**src/rtl/hazard_ctrl_pkg.sv**
```systemverilog
// Shared types and encodings for the pipeline hazard control unit.
package hazard_pkg;

  localparam int unsigned REG_AW = 5;

  typedef enum logic [1:0] {
    RUN           = 2'd0,
    TRAP_DRAIN    = 2'd1,
    TRAP_REDIRECT = 2'd2
  } state_t;

  localparam logic [1:0] PCSEL_SEQ  = 2'b00;
  localparam logic [1:0] PCSEL_EX   = 2'b01;
  localparam logic [1:0] PCSEL_TRAP = 2'b10;

endpackage

```
**src/rtl/hazard_ctrl_load_use_detect.sv**
```systemverilog
// Load-use hazard detection between the ID instruction and a load in EX.
module load_use_detect
  import hazard_pkg::*;
(
  input  logic [REG_AW-1:0] id_rs1_addr,
  input  logic [REG_AW-1:0] id_rs2_addr,
  input  logic              id_uses_rs1,
  input  logic              id_uses_rs2,
  input  logic              ex_memRead,
  input  logic [REG_AW-1:0] ex_rd_addr,
  output logic              lu
);

  logic rs1_hit;
  logic rs2_hit;

  always_comb begin
    rs1_hit = id_uses_rs1 && (id_rs1_addr == ex_rd_addr);
    rs2_hit = id_uses_rs2 && (id_rs2_addr == ex_rd_addr);
    // x0 is never a real dependency
    lu      = ex_memRead && (ex_rd_addr != '0) && (rs1_hit || rs2_hit);
  end

endmodule

```
**src/rtl/hazard_ctrl.sv**
```systemverilog
// Pipeline control: load-use bubbles, redirect squash, trap flush/drain/redirect
// sequencing, plus stall and flush performance counters.
module hazard_ctrl
  import hazard_pkg::*;
#(
  parameter int unsigned DRAIN_CYCLES = 2,
  parameter int unsigned CNT_W        = 32
) (
  input  logic              clk,
  input  logic              reset,
  input  logic [REG_AW-1:0] id_rs1_addr,
  input  logic [REG_AW-1:0] id_rs2_addr,
  input  logic              id_uses_rs1,
  input  logic              id_uses_rs2,
  input  logic              ex_memRead,
  input  logic [REG_AW-1:0] ex_rd_addr,
  input  logic              ex_redirect,
  input  logic              ex_trapReq,
  output logic              pc_write,
  output logic [1:0]        pc_sel,
  output logic              IFID_write,
  output logic              ifid_flush,
  output logic              IDEX_write,
  output logic              flush_branch,
  output logic              busy,
  output logic [CNT_W-1:0]  stall_cnt,
  output logic [CNT_W-1:0]  flush_cnt
);

  state_t     state;
  logic [3:0] drain_cnt;
  logic       lu;

  load_use_detect u_lu (
    .id_rs1_addr (id_rs1_addr),
    .id_rs2_addr (id_rs2_addr),
    .id_uses_rs1 (id_uses_rs1),
    .id_uses_rs2 (id_uses_rs2),
    .ex_memRead  (ex_memRead),
    .ex_rd_addr  (ex_rd_addr),
    .lu          (lu)
  );

  assign busy = (state != RUN);

  always_comb begin
    pc_write     = 1'b0;
    pc_sel       = PCSEL_SEQ;
    IFID_write   = 1'b0;
    ifid_flush   = 1'b0;
    IDEX_write   = 1'b0;
    flush_branch = 1'b0;
    if (reset) begin
      unique case (state)
        RUN: begin
          if (ex_trapReq) begin
            ifid_flush   = 1'b1;
            flush_branch = 1'b1;
          end else if (ex_redirect) begin
            pc_write     = 1'b1;
            pc_sel       = PCSEL_EX;
            IFID_write   = 1'b1;
            ifid_flush   = 1'b1;
            flush_branch = 1'b1;
          end else if (!lu) begin
            pc_write   = 1'b1;
            IFID_write = 1'b1;
            IDEX_write = 1'b1;
          end
        end
        TRAP_DRAIN: begin
          ifid_flush   = 1'b1;
          flush_branch = 1'b1;
        end
        TRAP_REDIRECT: begin
          pc_write     = 1'b1;
          pc_sel       = PCSEL_TRAP;
          ifid_flush   = 1'b1;
          flush_branch = 1'b1;
        end
        default: ;
      endcase
    end
  end

  always_ff @(posedge clk or negedge reset) begin
    if (!reset) begin
      state     <= RUN;
      drain_cnt <= '0;
      stall_cnt <= '0;
      flush_cnt <= '0;
    end else begin
      unique case (state)
        RUN: begin
          if (ex_trapReq) begin
            // The trap cycle itself is the first of the DRAIN_CYCLES
            state     <= (DRAIN_CYCLES <= 1) ? TRAP_REDIRECT : TRAP_DRAIN;
            drain_cnt <= 4'(DRAIN_CYCLES - 1);
            flush_cnt <= flush_cnt + CNT_W'(1);
          end else if (ex_redirect) begin
            flush_cnt <= flush_cnt + CNT_W'(1);
          end else if (lu) begin
            stall_cnt <= stall_cnt + CNT_W'(1);
          end
        end
        TRAP_DRAIN: begin
          drain_cnt <= drain_cnt - 4'd1;
          if (drain_cnt <= 4'd1) state <= TRAP_REDIRECT;
        end
        TRAP_REDIRECT: state <= RUN;
        default:       state <= RUN;
      endcase
    end
  end

endmodule
```
**config.mk**
```make
export PLATFORM = sky130hd
export DESIGN_NAME = hazard_ctrl
export DESIGN_NICKNAME = d
export VERILOG_FILES = /design/src/rtl/hazard_ctrl_pkg.sv /design/src/rtl/hazard_ctrl_load_use_detect.sv /design/src/rtl/hazard_ctrl.sv
export SDC_FILE = /design/constraint.sdc
export NUM_CORES = 1
export LEC_CHECK = 0
export CORE_MARGIN = 4
export CORE_UTILIZATION = 38
export CTS_CLUSTER_DIAMETER = 200
export DETAILED_ROUTE_END_ITERATION = 7
export SYNTH_ARGS = -nofsm -noshare
export SYNTH_HDL_FRONTEND = slang
export SYNTH_SLANG_ARGS = --single-unit
```
**constraint.sdc**
```tcl
create_clock -name clk -period 3 [get_ports clk]
set_input_delay 0.3 -clock clk [delete_from_list [all_inputs] [get_ports clk]]
set_output_delay 0.3 -clock clk [all_outputs]
set_load 0.02 [all_outputs]
```
== Word level (Yosys, flattened, before mapping) ==
Cells that the tools add are included.
Cells by class
  equality and inequality tests: 6
  reduce and logical (&&, ||, !) cells: 15
  magnitude comparators: 1
  bitwise gates (word level): 2
  add/subtract/negate cells: 3
  mux-type cells: 26
Operator list (number)
  $add 32x1->32 const B: 2
  $mux 32: 2
  $mux 1: 15
  $eq 5x5->1: 2
  $pmux 2 s2: 2
  $pmux 4 s2: 1
  $mux 2: 3
  $reduce_and 2->1: 3
  $reduce_bool 2->1: 3
  $reduce_bool 5->1: 1
  $le 4x1->1 const B: 1
  $logic_and 1x1->1: 4
  $mux 4: 1
  $ne 2x2->1 const B: 2
  $pmux 1 s2: 2
  $reduce_and 4->1: 1
  $sub 4x1->4 const B: 1
  $eq 2x1->1 const B: 1
  $eq 2x2->1 const B: 1
  $logic_not 2->1: 1
  $not 1->1: 2
  $reduce_or 2->1: 1
  $logic_or 1x1->1: 1
Word-level totals
  output and inout bits: 72
  bits of input ports: 22
  register bits: 70
  word-level logic and storage cells: 57

== Depth between registers and ports, before layout ==
Gate-level depths: netlist (run 1).
  depth after elaboration: 9
  depth in mapped cells: 9
  gate-level depth less buffers: 7

== Modules after synthesis ==
From an unflattened synthesis (run 1), not the netlist that was laid out.
Second synthesis, totals
  cell total of the unflattened synthesis: 329
  area, all modules: 3445.8 um2
By module, submodules not included
  hazard_ctrl: area an instance 3311.9 um2, times used 1, cells an instance 312, sequential area each 1751.7 um2
  load_use_detect: area an instance 133.9 um2, times used 1, cells an instance 17, sequential area each 0.0 um2

== Worst setup path before layout (run 1) ==
No wires, ideal clock.
  path kind: flip-flop to output port
  from: register state[0]
  to: output port ifid_flush
  setup slack: 0.757 ns
  arrival time: 1.943 ns
  stages on the path, launching flop included: 8
  path buffers: 2
  required time: 2.700 ns
  path through: dfrtp_1 > inv_1 > ha_1 > clkbuf_2 > o21ai_0 > nor2b_1 > nor3b_1 > buf_4
Between the ends
  word-level cells in the longest chain between the ends: 4
  elaborated cells on any way between the ends: 6
  classes of those cells: 2 x eq/ne; 2 x mux; 2 x reduce/logical
RTL lines
  from (decl): line hazard_ctrl.sv:30  | state_t state;
  from (signal assigned): line hazard_ctrl.sv:97  | state <= (DRAIN_CYCLES <= 1) ? TRAP_REDIRECT : TRAP_DRAIN;
  $eq 2x1->1 / $eq 2x2->1 (equally long branches)
  $reduce_or 2->1 (no line)
  $pmux 1 s2 (*)
  $mux 1 (*)
  to (decl): line hazard_ctrl.sv:22  | output logic ifid_flush,
Every way passes the cells marked *; elsewhere a longest branch is shown, timed or not.

== Worst setup path in the final report (run 1) ==
  from: register state[0]
  to: output port IFID_write
Between the ends
  word-level cells in the longest chain between the ends: 3
RTL lines
  $logic_not 2->1: line hazard_ctrl.sv:54  | unique case (state)
  $mux 1: line hazard_ctrl.sv:54
  $mux 1: line hazard_ctrl.sv:53  | if (reset) begin
  to (decl): line hazard_ctrl.sv:21  | output logic IFID_write,
No other way between the ends.

==> impl_metrics.yaml, run 1 <==
setup_path:
  crit_buf_inv: 3
  cp-endpoint: "IFID_write"
  cp_common_cell: "inv_1"
  r2r_start: "state[0]"
  setup.worst_path.class: "register to primary output"
  worstPathRequired_ns: 2.70
  cp_top_family: "buffers and inverters"
  critPathArrivalTime_ns: 2.48
  crit_chain: "inv_1 > ha_2 > inv_1 > nor2_1 > and3_1 > o21bai_1 > clkdlybuf4s50_1"
  path_max_fanout: 9
  cp_slowest_cell: "clkdlybuf4s50_1"
  max_stage_delay_ns: 0.62
  cp-start-kind: "register"
  endpoint_kind: "primary output"
  reg2reg_to: "flush_cnt[31]"
  worst-r2r-cell-count: 7
  startpoint: "state[0]"
  r2r_slack_ns: 0.62
  worst-path-stages: 7
yosys:
  synth_fp_nets: 379
  ys_ff_latch: 70
  ys_seq_area_frac: 0.483
  synthDistinctLibCells: 41
  ys.flop_type: "dfrtp_1"
  yosys_warnings: 0
  synth-edff-count: 0
  synth.area.top_cells: "dfrtp_1, xor2_1, xnor2_1"
  syn_area_per_cell_um2: 10.4
  netlist_area_um2: 3620
  synthCells: 348
  yosysTopAreaCell: "dfrtp_1"
  yosysTopAreaCellShare: 0.483
  async_flop_share: 1.00
routing:
  drt_iter0_drc: 118
  routed_wl_mm: 8.52
  ant_nets: 0
  dr.pass1.iters: 4
  route.vias.total: 2940
  drc: 0
  routed_via_density: 5.06
  post_drt_wl_per_cell_um: 14.7
floorplanning:
  die_w_um: 106
  rows: 35
  start_util: 0.390
  coreArea_um2: 9280
  dieHeight_um: 106
  ios: 94
  design.die.area_um2: 11200
power:
  power_density_nw_per_um2: 519
  power_frac_seq: 0.446
  sw_frac_of_total: 0.347
  p_total_mw: 2.53
  power_frac_clock: 0.259
  p_int_mw: 1.65
  vdd_ir_drop_max_mv: 0.381
  pwr-share-comb: 0.294
  switchingPower_uw: 875
  leakagePower_nw: 2.14
sta:
  fin_skew_ns: 0.0108
  max_freq_ghz: 0.360
  maxSlewViolCount: 0
  slew_headroom: 0.467
  setup_ws_ns: 0.222
  fin_setup_tns_ns: 0
  setup_violations: 0
  worst_hold_slack_ns: 0.357
  hold_viol: 0
  min_period_ns: 2.78
  rsz0062_at_grt: "no"
  tightest_slew_ns: 0.799
  fin_crit_sh: 0.926
final_layout:
  diodes: 0
  stdcell_count: 581
  layout_commonest_cell: "clkdlybuf4s50_1"
  fin_util: 0.524
  syn2layout_area_growth_pct: 34.3
  final_cell_mix: "clkdlybuf4s50_1, dfrtp_1, xor2_1, xnor2_1, nand2_1"
  layout.nets: 479
  drive_above_1_share: 0.0774
  fill_cells: 865
  design_area_um2: 4870
status:
  status: "finished, final reports clean"
cts:
  clock_sink_count: 70
  cts_max_path_buffers: 2
  clkSlewWorstSetupHoldPaths_ns: 0.07
  cts_made_buffers: 9
  root_buffer: "clkbuf_8"
  cts_tree: "yes"
  clk_latency_ns: 0.34
  htreeDepth: 3
placement:
  routabilityCongestion: 0.757
  portBuffers: 93
  dpl.hpwl_mm: 6.22
  postPlaceCellArea_um2: 4690
  dp_cells: 565
  preCtsSetupSlack_ns: 0.327
global_route:
  grt_max_degree: 64
  grt_use_total: 0.161
  antenna_found_initial: 0
  grt_pass1_vias: 2889
  grt_overflow: 0
  grt_first_pass_wirelength_mm: 14.7
flow_run:
  cap_violations: 0
worst_hold_path:
  hp-class: "input port to async pin"
[kinds of logic after synthesis]
kind of cell / after synthesis / synth area share
AOI/OAI and AO/OA: 23 / 0.0404
xor gates and xnor gates: 73 / 0.176
adders and majority gates: 9 / 0.0311
buffers and inverters: 17 / 0.0252
DFF: 70 / 0.483
muxes: 2 / 0.00621
and+or+nand+nor: 154 / 0.237
[power groups by stage]
stage | Clock, mW | Sequential [mW] | Combinational [mW]
final | 0.655 | 1.13 | 0.744
after floorplan | 0 | 1.18 | 0.406
after CTS | 0.673 | 1.13 | 0.751
after detailed placement | 0 | 1.15 | 0.745
after global placement | 0 | 1.14 | 0.737
after global routing | 0.720 | 1.15 | 0.839
[area by class of cell]
class / count / area, µm² / share of cell area
timing repair buffer: 99 / 973 / 0.200
tap: 129 / 161 / 0.0332
multi-input combinational: 261 / 1790 / 0.368
clock inverter: 6 / 38.8 / 0.00797
sequential: 70 / 1750 / 0.360
clock buffer: 9 / 124 / 0.0254
inverter: 7 / 26.3 / 0.00540
[flip-flops by register name, indices dropped and copies added, names as in the netlist]
| register | count |
|---|---|
| stall_cnt | 32 |
| drain_cnt | 4 |
| state | 2 |
| flush_cnt | 32 |
[synthesized netlist by cell type (3+ instances only)]
| cell | instances |
|---|---|
| nor3_1 | 22 |
| nand2_1 | 24 |
| ha_1 | 9 |
| nor4_1 | 12 |
| xor2_1 | 46 |
| nand3_1 | 20 |
| nor2_1 | 20 |
| nand4_1 | 23 |
| and4_1 | 6 |
| and3_1 | 8 |
| nor4_2 | 3 |
| dfrtp_1 | 70 |
| inv_1 | 7 |
| xnor2_1 | 27 |
| o21ai_0 | 7 |
| a21oi_1 | 7 |
| buf_2 | 6 |
[worst min path at each step]
stage,from,endpoint,slack (ns),cells past startpoint
global placement,reset,flush_cnt[1],0.18,1
global route,reset,flush_cnt[1],0.38,2
detailed placement,reset,flush_cnt[1],0.18,1
floorplan,reset,drain_cnt[0],0.004,0
finish,reset,flush_cnt[1],0.36,2
CTS,reset,flush_cnt[1],0.35,2
[per-layer routing]
| metal | track usage | up-vias | share of wire |
|---|---|---|---|
| li1 | - | 1443 | - |
| met5 | 0 | - | 0 |
| met2 | 0.271 | 59 | 0.50 |
| met4 | 0.0435 | 0 | 0.0087 |
| met1 | 0.208 | 1431 | 0.45 |
| met3 | 0.0361 | 7 | 0.042 |
[repair_timing]
action / in CTS / in global routing
setup buffers: 0 / 0
resized for setup: 0 / 1
hold endpoints to repair: 7 / 0
hold buffers: 1 / 0
endpoints found under the setup margin: 0 / 6
(Power assumes the default switching activity.)
==> run 2: changes to the inputs <==
- HOLD_SLACK_MARGIN: default -> 0.03
- SETUP_SLACK_MARGIN: default -> 0.02
==> run 2 against run 1 <==
  * Die area unchanged
  * Count of clock-buffer cells in the layout unchanged
  * Sequential power about the same
  * Setup slack better by 0.069 ns
  * Sequential cell count unchanged
  * Power hardly changed
  * Fmax grew 2.5%
  * Clock power about the same
  * Critical path type unchanged
==> impl_metrics.yaml, run 2 (synthesis results as in run 1) <==
floorplanning:
  start_util: 0.390
  rows: 35
  ios: 94
  die_w_um: 106
  dieHeight_um: 106
  design.die.area_um2: 11200
  coreArea_um2: 9280
routing:
  routed_via_density: 5.06
  routed_wl_mm: 8.53
  ant_nets: 0
  route.vias.total: 2941
  drc: 0
  dr.pass1.iters: 4
  drt_iter0_drc: 110
  post_drt_wl_per_cell_um: 14.7
final_layout:
  fin_util: 0.525
  drive_above_1_share: 0.0796
  fill_cells: 865
  top_regs: "flush_cnt x32, stall_cnt x32, drain_cnt x4"
  final_cell_mix: "clkdlybuf4s50_1, dfrtp_1, xor2_1, xnor2_1, nand2_1"
  diodes: 0
  syn2layout_area_growth_pct: 34.3
  layout_commonest_cell: "clkdlybuf4s50_1"
  layout.nets: 479
setup_path:
  path_max_fanout: 9
  crit_buf_inv: 2
  cp-start-kind: "register"
  crit_chain: "inv_1 > ha_2 > o21ai_0 > nor2b_1 > nor3b_1 > clkdlybuf4s50_1"
  critPathArrivalTime_ns: 2.41
  setup.worst_path.class: "register to primary output"
  max_stage_delay_ns: 0.65
  cp_top_family: "buffers and inverters"
  worstPathRequired_ns: 2.70
  cp_slowest_cell: "clkdlybuf4s50_1"
  endpoint_kind: "primary output"
global_route:
  grt_overflow: 0
  grt_max_degree: 64
  grt_first_pass_wirelength_mm: 14.7
  antenna_found_initial: 0
  grt_pass1_vias: 2889
  grt_use_total: 0.161
power:
  power_density_nw_per_um2: 519
  leakagePower_nw: 2.14
  vdd_ir_drop_max_mv: 0.381
worst_hold_path:
  hp-class: "input port to async pin"
cts:
  htreeDepth: 3
  root_buffer: "clkbuf_8"
  clkSlewWorstSetupHoldPaths_ns: 0.07
  clk_latency_ns: 0.34
  clock_sink_count: 70
  cts_tree: "yes"
  cts_setup_buffers: 0
  cts_max_path_buffers: 2
  cts_made_buffers: 9
placement:
  portBuffers: 93
  dpl.hpwl_mm: 6.22
  routabilityCongestion: 0.757
sta:
  tightest_slew_ns: 0.797
  maxSlewViolCount: 0
  rsz0062_at_grt: "no"
  min_period_ns: 2.71
  slew_headroom: 0.468
  max_freq_ghz: 0.369
  fin_crit_sh: 0.903
  setup_violations: 0
  fin_setup_tns_ns: 0
  hold_viol: 0
  fin_skew_ns: 0.00832
status:
  status: "finished, final reports clean"
flow_run:
  cap_violations: 0
run 2: per-layer routing:
layer / share of wire / GRT usage / vias to the layer above / wire length, µm
met5: 0 / 0 / - / 0
met1: 0.45 / 0.208 / 1431 / 3850
met4: 0.012 / 0.0435 / 0 / 100
met3: 0.043 / 0.0361 / 10 / 368
li1: - / - / 1443 / -
met2: 0.49 / 0.271 / 57 / 4200
run 2: what timing repair did:
| action | CTS | global route |
|---|---|---|
| hold buffers | 1 | 0 |
| setup endpoints to repair | 0 | 6 |
| endpoints found under the hold margin | 7 | 0 |
| resized for setup | 0 | 2 |
run 2: final cells by class:
cell class	count	area, µm²	share of cell area
well taps	129	161	0.0331
flip-flops and latches	70	1750	0.360
inverters	7	26.3	0.00540
clock buffers	9	124	0.0254
repair buffers	99	973	0.200
clock inverters	6	38.8	0.00797
multi-input cells	261	1790	0.368
run 2: stage by stage:
| step | setup slack [ns] | hold WS [ns] | area (µm²) | total power [mW] | instances |
|---|---|---|---|---|---|
| 2_1_floorplan | 0.757 | 0.00441 | 3620 | 1.58 | 348 |
| 3_3_place_gp | 0.343 | 0.185 | 4690 | 1.88 | 565 |
| 3_5_place_dp | 0.327 | 0.183 | 4690 | 1.89 | 565 |
| 4_1_cts | 0.122 | 0.348 | 4860 | 2.55 | 581 |
| 5_1_grt | 0.0575 | 0.377 | 4870 | 2.71 | 581 |
| 6_report | 0.291 | 0.356 | 4870 | 2.53 | 581 |
run 2: path summary, 6_finish.rpt:
check	depth (start not counted)	slack (ns)	startpoint	end
max in group asynchronous	3	1.58	reset	stall_cnt[22]
worst min register to register	1	0.47	flush_cnt[31]	flush_cnt[31]
worst min-delay path	2	0.36	reset	flush_cnt[1]
worst max register to register	7	0.63	state[0]	flush_cnt[31]
min in group clk	1	0.47	flush_cnt[31]	flush_cnt[31]
worst max-delay path	6	0.29	state[0]	flush_branch
run 2: where the power goes:
part	switching (mW)	leakage [nW]	internal, mW
registers	0.105	0.960	1.02
clock network	0.359	0.0813	0.294
logic	0.410	1.10	0.336
==> run 3: changes to the inputs <==
- CORE_ASPECT_RATIO: default -> 0.6
==> run 3 against run 2 <==
  * Cell count grew 0.69%
  * First-iteration DRC count is 75% higher
  * Global-route usage rose by 1.2 points
  * Register-to-register slack got worse by 0.03 ns
==> impl_metrics.yaml, run 3 (synthesis results as in run 1) <==
sta:
  fin_setup_tns_ns: 0
  rsz0062_at_grt: "no"
  fin_skew_ns: 0.00673
  fin_crit_sh: 0.931
  slew_headroom: 0.420
  setup_violations: 0
  worst_hold_slack_ns: 0.298
  min_period_ns: 2.79
  tightest_slew_ns: 0.870
  maxSlewViolCount: 0
  max_freq_ghz: 0.358
  hold_viol: 0
setup_path:
  worst-path-stages: 7
  cp_slowest_cell: "clkdlybuf4s50_1"
  r2r_slack_ns: 0.60
  worstPathRequired_ns: 2.70
  max_stage_delay_ns: 0.55
  reg2reg_to: "flush_cnt[31]"
  critPathArrivalTime_ns: 2.49
  path_max_fanout: 3
  cp_common_cell: "clkdlybuf4s50_1"
  crit_buf_inv: 2
  setup.worst_path.class: "input port to primary output"
  cp-start-kind: "input port"
  worst-r2r-cell-count: 7
  r2r_start: "state[0]"
  crit_chain: "clkdlybuf4s50_1 > xor2_1 > nor4_2 > a32oi_2 > nor2_1 > a21oi_1 > clkdlybuf4s50_1"
  endpoint_kind: "primary output"
  cp_top_family: "buffers and inverters"
cts:
  cts_max_path_buffers: 2
  cts_setup_buffers: 0
  clk_latency_ns: 0.33
  root_buffer: "clkbuf_16"
  holdBufCountCts: 0
  htreeDepth: 3
  clock_sink_count: 70
  cts_made_buffers: 9
  cts_tree: "yes"
  clkSlewWorstSetupHoldPaths_ns: 0.06
floorplanning:
  design.die.area_um2: 11200
  coreArea_um2: 9220
  dieHeight_um: 83.7
  ios: 94
  die_w_um: 134
  rows: 27
  start_util: 0.393
final_layout:
  multi_input_area_um2: 1790
  final_cell_mix: "clkdlybuf4s50_1, dfrtp_1, xor2_1, xnor2_1, nand2_1"
  fill_cells: 804
  layout.nets: 481
  seqCellArea_um2: 1750
  syn2layout_area_growth_pct: 37.9
  diodes: 0
  drive_above_1_share: 0.0879
  layout_commonest_cell: "clkdlybuf4s50_1"
  top_regs: "flush_cnt x32, stall_cnt x32, drain_cnt x4"
placement:
  dpl.hpwl_mm: 6.90
  portBuffers: 93
  routabilityCongestion: 0.789
global_route:
  grt_max_degree: 71
  antenna_found_initial: 0
  grt_use_total: 0.173
  grt_first_pass_wirelength_mm: 15.6
  grt_overflow: 0
  grt_pass1_vias: 2924
routing:
  drc: 0
  drt_iter0_drc: 193
  met1_length_mm: 4.72
  route.vias.total: 2968
  ant_nets: 0
  top_layer_used: "met4"
  dr.pass1.iters: 4
  routed_wl_mm: 9.18
  post_drt_wl_per_cell_um: 15.7
  routed_via_density: 5.07
  wl_met2_mm: 3.73
  wl_met3_um: 621
power:
  power_frac_clock: 0.340
  p_total_mw: 2.86
  pwr-share-comb: 0.266
  leakagePower_nw: 2.22
  power_density_nw_per_um2: 573
  p_int_mw: 1.94
  power_frac_seq: 0.394
  vdd_ir_drop_max_mv: 0.425
  switchingPower_uw: 926
  sw_frac_of_total: 0.323
flow_run:
  cap_violations: 0
worst_hold_path:
  hp-class: "input port to async pin"
status:
  status: "finished, final reports clean"
-- run 3: cell type report --
cell class	count	area share
tap	130	0.0325
inverter	7	0.00526
sequential	70	0.350
multi-input combinational	261	0.359
clock inverter	6	0.00751
timing repair buffer	101	0.198
clock buffer	10	0.0478
-- run 3: repair_timing --
action / in CTS / in global routing
endpoints found under the hold margin: 0 / 0
resized for setup: 0 / 3
setup endpoints to repair: 0 / 5
-- run 3: worst max-delay path by stage --
stage | endpoint | slack [ns] | from
global route | ifid_flush | 0.03 | state[0]
floorplan | ifid_flush | 0.76 | state[0]
detailed placement | IFID_write | 0.20 | ex_rd_addr[0]
global placement | pc_write | 0.29 | ex_rd_addr[0]
finish | pc_write | 0.21 | ex_rd_addr[0]
CTS | IFID_write | 0.05 | state[0]
-- run 3: per-stage QoR --
stage / instance area (µm²) / setup WS, ns / utilization / std cells
after floorplan: 3620 / 0.757 / - / 348
after global placement: 4720 / 0.289 / 0.511 / 569
after detailed placement: 4720 / 0.199 / 0.511 / 569
after CTS: 4990 / 0.0474 / 0.541 / 585
after global routing: 5000 / 0.0328 / 0.542 / 585
final: 5000 / 0.207 / 0.542 / 585
-- run 3: routing by layer --
layer	up-vias	track usage
met5	-	0
met4	0	0.0471
met3	13	0.0554
met2	90	0.230
met1	1430	0.266
li1	1435	-
-- run 3: worst reg2reg max path: cells and delay by family, from the launching register on --
| kind | cells | cell delay (ns) |
|---|---|---|
| adders and majority gates | 1 | 0.29 |
| buffers and inverters | 1 | 0.12 |
| xor gates and xnor gates | 1 | 0.16 |
| and+or+nand+nor | 3 | 1.06 |
| DFF | 1 | 0.41 |
| AOI/OAI and AO/OA | 1 | 0.23 |
-- run 3: power by group through the flow --
| stage | sequential, mW | clock, mW | combinational, mW |
|---|---|---|---|
| 3_5_place_dp | 1.15 | 0 | 0.757 |
| 4_1_cts | 1.13 | 1.00 | 0.766 |
| 5_1_grt | 1.14 | 1.04 | 0.847 |
| 3_3_place_gp | 1.14 | 0 | 0.752 |
| 2_1_floorplan | 1.18 | 0 | 0.406 |
| 6_report | 1.13 | 0.974 | 0.762 |
==> RTL change 1: new RTL, settings of run 3 <==
Set the package constant `REG_AW` to 4 (it was 5).
--- a/src/rtl/hazard_ctrl_pkg.sv
+++ b/src/rtl/hazard_ctrl_pkg.sv
@@ -2,5 +2,5 @@
 package hazard_pkg;
 
-  localparam int unsigned REG_AW = 5;
+  localparam int unsigned REG_AW = 4;
 
   typedef enum logic [1:0] {
Interface: changed (resized ex_rd_addr, id_rs1_addr and id_rs2_addr); port bits go from 94 to 91. No check against the original RTL was run, so the function may have changed too.
==> RTL change 1 against run 3 <==
  * Sequential share of layout area grew 0.20 points
  * Area after synthesis fell by 0.90%
  * Clock skew decreased by 0.0013 ns
  * Setup slack better by 0.12 ns
  * Utilization is 0.11 points lower
  * Sequential cell count unchanged
  * Power up 3.1%
  * Cell area is 0.58% lower
  * Wire length shrank 4.8%
  * Critical path depth is 1 lower
  * Critical endpoint is now ifid_flush
==> RTL change 1: results (changes against run 3) <==
* First-pass GRT wire length at 15,050 um (-3.2%)
* GRT met1 Usage at 0.2509 (-0.01499)
* DR vias at 2,820 (-5.0%)
* WL/cell at 15.31 um (-2.5%)
* Syn Nets at 363 (-4.2%)
* Synth Area in Compound Gates at 0.03657 (-0.003814)
* H-tree Lvls at 3 (unchanged)
* Vias in the first global route at 2,858 (-2.3%)
* Status: complete, no violations
* Tot GR Track Use at 0.1686 (-0.004532)
* Top Family by Delay on Critical Path: buffers and inverters
* Hold Crit Class: in -> async
* Seq/Total Area, Yosys at 0.4876 (+0.004376)
* Critical Path AT at 2.37 ns (-0.12 ns)
* Cells on worst reg2reg path at 8 (+1)
* Max IR drop VDD at 0.0005050 V (+19%)
* XOR/XNOR share of the synthesized area at 0.1731 (-0.003279)
* FFs w/ async S/R, synth at 1.000 (unchanged)
* Root buffer cell: clkbuf_16
* Synth Area in Adders at 0.03135 (+0.0002813)
* Slew @ Worst Pin at 0.4686 ns (-0.4015 ns)
* Nets at 464 (-3.5%)
* Worst-path fanout max at 7 (+4)
* Post-synthesis cell type count at 39 (-4.9%)
* Worst path max stage delay at 0.67 ns (+0.12 ns)
* Slowest cell on crit path: clkdlybuf4s50_1
* Met3 Use GR at 0.05206 (-0.003364)
* Syn avg cell area at 10.72 um^2 (+2.9%)
* Largest net degree at the start of global routing at 27 (-62%)
* Placed cell count at 554 (-2.6%)
* Mux contribution to synthesized area at 0.003135 (-0.003079)
* Switching share of power at 0.3147 (-0.008598)
* Share of layout cells above drive strength 1 at 0.1020 (+0.01413)
* Number of I/O port buffers at 90 (-3.2%)
* Clock Latency Late Sink at 0.33 ns (about the same)
* Reg-to-reg startpoint: state[1]
* Final Wtd Congestion at 0.8021 (+1.7%)
* Syn. warnings at 0 (unchanged)
* Met2 usage at 0.2371 (+0.006692)
* Initial antenna violation count at 0 (unchanged)
* First DRT Iteration DRCs at 132 (-32%)
* Leakage at 2.145 nW (-3.3%)
* Largest cells by area after synthesis: dfrtp_1, xnor2_1, nand4_1
* Inserted Clock Buffers at 9 (unchanged)
* Worst R2R Setup Slack at 0.87 ns (+0.27 ns)
* Post-DP HPWL at 6527 um (-5.4%)
* Clock skew at 0.005426 ns (-0.001302 ns)
* Biggest regs: flush_cnt: 32 flops, stall_cnt: 32 flops, drain_cnt: 4 flops
* Reg clk slew, reported paths at 0.06 ns (about the same)
* Vias per cell at 4.939 (-2.7%)
* ANT cells at 0 (unchanged)
* Smallest hold slack at 0.4230 ns (+0.1245 ns)
* Synth cell count leaders: dfrtp_1, xnor2_1, nand3_1
* First-pass DRT Iterations at 4 (unchanged)
* CTS max path bufs at 2 (unchanged)
* Worst r2r dst: stall_cnt[30]
-- RTL change 1: cell count changes after synthesis, sizes merged, moves of 5 or more --
cell	run 3	this run
nand3	20	29
and3	8	15
xor2	46	18
xnor2	27	53
nor4	15	3
nor3	25	13
nand4	23	28
-- RTL change 1: kinds of logic after synthesis --
kind of cell,count (synthesis)
buffers and inverters,17
multiplexers,1
AO/OA/AOI/OAI,21
flip-flops,70
XOR/XNOR,71
adder cells (fa/ha/maj),9
AND/OR/NAND/NOR,146
-- RTL change 1: through the flow --
step	worst slack, ns	total power [mW]	instance area [um^2]
after floorplan	0.8311	1.582	3592
after global routing	0.1243	3.121	4971
final	0.3266	2.953	4971
after CTS	0.1828	2.988	4969
after detailed placement	0.3394	1.896	4658
after global placement	0.4081	1.879	4658
-- RTL change 1: timing repair --
| action | CTS | global route |
|---|---|---|
| resized for setup | 0 | 1 |
| endpoints found under the hold margin | 16 | 0 |
| hold buffers | 1 | 0 |
| buffers inserted | 0 | 0 |
| setup endpoints to repair | 0 | 2 |
-- RTL change 1: worst reg2reg max path, cell delays in order, from the launching register on --
cell and delay, ns:
dfrtp_1 0.44, inv_1 0.10, ha_2 0.30, nand2b_4 0.10, nor2_1 0.21, buf_4 0.24, and3_1 0.31, nand4_1 0.15
xnor2_1 0.16
-- RTL change 1: cell type report --
type / instances / area (um^2)
fill: 840 / 4218
multi-input combinational: 248 / 1762
sequential: 70 / 1752
timing repair buffer: 98 / 960.9
clock buffer: 10 / 239.0
tap: 130 / 162.7
clock inverter: 6 / 61.31
inverter: 9 / 33.78
-- RTL change 1: power by group through the flow --
stage	sequential [mW]	clock (mW)	combinational, mW
2_1_floorplan	1.19	0	0.396
3_3_place_gp	1.15	0	0.729
3_5_place_dp	1.15	0	0.744
4_1_cts	1.14	1.10	0.749
5_1_grt	1.15	1.14	0.827
6_report	1.14	1.07	0.745
-- RTL change 1: per-layer routing --
metal,part of all wire,up-vias,routed length [um]
li1,-,1373,-
met1,0.51,1384,4458
met2,0.43,56,3793
met3,0.047,7,414
met4,0.0085,0,74
met5,0,-,0
-- RTL change 1: worst max path at each step --
stage / startpoint / to / cells past startpoint
2_1_floorplan: state[0] / ifid_flush / 6
3_3_place_gp: ex_rd_addr[0] / IDEX_write / 6
3_5_place_dp: ex_rd_addr[0] / IDEX_write / 6
4_1_cts: state[0] / ifid_flush / 6
5_1_grt: state[0] / ifid_flush / 6
6_report: state[1] / ifid_flush / 6
==> RTL change 2: new RTL, settings of run 3 <==
Made on the original files. The 3 states of `state_t` get a one-hot encoding in 3 bits.
--- a/src/rtl/hazard_ctrl_pkg.sv
+++ b/src/rtl/hazard_ctrl_pkg.sv
@@ -4,8 +4,8 @@
   localparam int unsigned REG_AW = 5;
 
-  typedef enum logic [1:0] {
-    RUN           = 2'd0,
-    TRAP_DRAIN    = 2'd1,
-    TRAP_REDIRECT = 2'd2
+  typedef enum logic [2:0] {
+    RUN           = 3'b001,
+    TRAP_DRAIN    = 3'b010,
+    TRAP_REDIRECT = 3'b100
   } state_t;
 
Behaviour: same outputs for any inputs over 4 cycles, from zero or initial values and one cycle with reset low; so few cycles prove little.
==> RTL change 2 against run 3 <==
  * Largest power group is now clock
  * Combinational power is 8.1% lower
  * Setup slack lost 0.031 ns
  * Cell area rose by 4.1%
  * Sequential cell count up 1
  * Cell count unchanged
  * Utilization rose by 0.81 points
  * Power grew 5.2%
  * Wire length increased by 0.61%
  * Area after synthesis rose by 5.1%
  * Synthesized cell count is 1.4% higher
  * Sequential share of layout area is 0.88 points lower
==> RTL change 2: results (changes against run 3) <==
* NetSw at 0.8815 mW (-4.8%)
* Largest net degree at the start of global routing at 42 (-41%)
* Seq/Total Area, Yosys at 0.4668 (-0.01644)
* Vias per cell at 5.041 (-0.64%)
* Reg clk slew, reported paths at around 0.05 ns
* Root buffer cell: clkbuf_16
* Clock skew at 0.006186 ns (-0.0005420 ns)
* Worst path max stage delay at 0.60 ns (+0.05 ns)
* Nets at 476 (-1.0%)
* Critical Path AT at 2.52 ns (+0.03 ns)
* Placed Area at 4866 um^2 (+3.2%)
* ANT cells at 0 (unchanged)
* Synth cell count leaders: dfrtp_1, xor2_1, nand2_1
* First DRT Iteration DRCs at 175 (-9.3%)
* WL/cell at 15.79 um (+0.61%)
* Tot GR Track Use at 0.1684 (-0.004787)
* Final Wtd Congestion at 0.8078 (+2.4%)
* Syn. warnings at 0 (unchanged)
* Met2 usage at 0.2281 (-0.002315)
* Status: complete, no violations
* Max IR drop VDD at 0.0006213 V (+46%)
* Leakage at 2.347 nW (+5.9%)
* Vias in the first global route at 2,936 (+0.41%)
* Slew @ Worst Pin at 0.7112 ns (-0.1589 ns)
* Post-synthesis cell type count at 49 (+20%)
* Share of layout cells above drive strength 1 at 0.1341 (+0.04615)
* GRT met1 Usage at 0.2662 (+0.0003917)
* Post-DP HPWL at 7027 um (+1.8%)
* First-pass GRT wire length at 15,660 um (+0.71%)
* Worst-path fanout max at 32 (+29)
* Largest cells by area after synthesis: dfrtp_1, xor2_1, nor3_2
* Met3 Use GR at 0.04279 (-0.01263)
* Syn Nets at 379 (unchanged)
## RTL change 2: per-stage QoR
stage	hold WS, ns	setup WS [ns]	std cells	total power, mW
final	0.01934	0.1762	585	3.012
after global routing	0.06534	0.04591	585	3.169
after CTS	0.03316	0.09567	585	3.049
after detailed placement	0.3825	0.1025	569	1.864
after global placement	0.3786	0.1258	569	1.857
after floorplan	0.004409	0.9835	353	1.554
## RTL change 2: worst paths after layout
path / depth (start not counted) / slack (ns) / end / startpoint
max reg2reg: 6 / 0.76 / stall_cnt[26] / stall_cnt[0]
min reg2reg: 1 / 0.46 / flush_cnt[31] / flush_cnt[31]
min in group clk: 1 / 0.46 / flush_cnt[31] / flush_cnt[31]
max: 7 / 0.18 / IDEX_write / ex_rd_addr[3]
max in group asynchronous: 2 / 2.57 / stall_cnt[27] / reset
min: 2 / 0.02 / state[1] / reset
## RTL change 2: per-layer routing
metal	routed length, um	part of all wire	vias to the layer above
li1	-	-	1429
met1	4840	0.52	1450
met2	3942	0.43	62
met3	384	0.042	8
met4	70	0.0076	0
met5	0	0	-
## RTL change 2: power groups by stage
stage | logic, mW | registers [mW] | clock network (mW)
after floorplan | 0.363 | 1.19 | 0
after global placement | 0.699 | 1.16 | 0
after detailed placement | 0.705 | 1.16 | 0
after CTS | 0.708 | 1.14 | 1.20
after global routing | 0.773 | 1.16 | 1.23
final | 0.700 | 1.14 | 1.17
## RTL change 2: cell type report
type / instances / area [um^2]
clock buffer: 11 / 252.7
clock inverter: 5 / 80.08
fill: 835 / 4254
inverter: 11 / 41.29
multi-input combinational: 258 / 1917
sequential: 71 / 1778
tap: 130 / 162.7
timing repair buffer: 99 / 973.4
## RTL change 2: timing repair
action | CTS | global route
gates resized for setup | 0 | 1
setup endpoints to repair | 0 | 3
hold buffers | 0 | 0
## RTL change 2: cell families (layout without fill, tap and decap cells)
family,count (synthesis),after routing,share of synthesized area
AOI/OAI and AO/OA,14,14,0.02563
xor gates and xnor gates,73,73,0.1679
adders and majority gates,4,4,0.01314
buffers and inverters,24,126,0.03351
DFF,71,71,0.4668
muxes,3,3,0.008541
and+or+nand+nor,164,164,0.2845
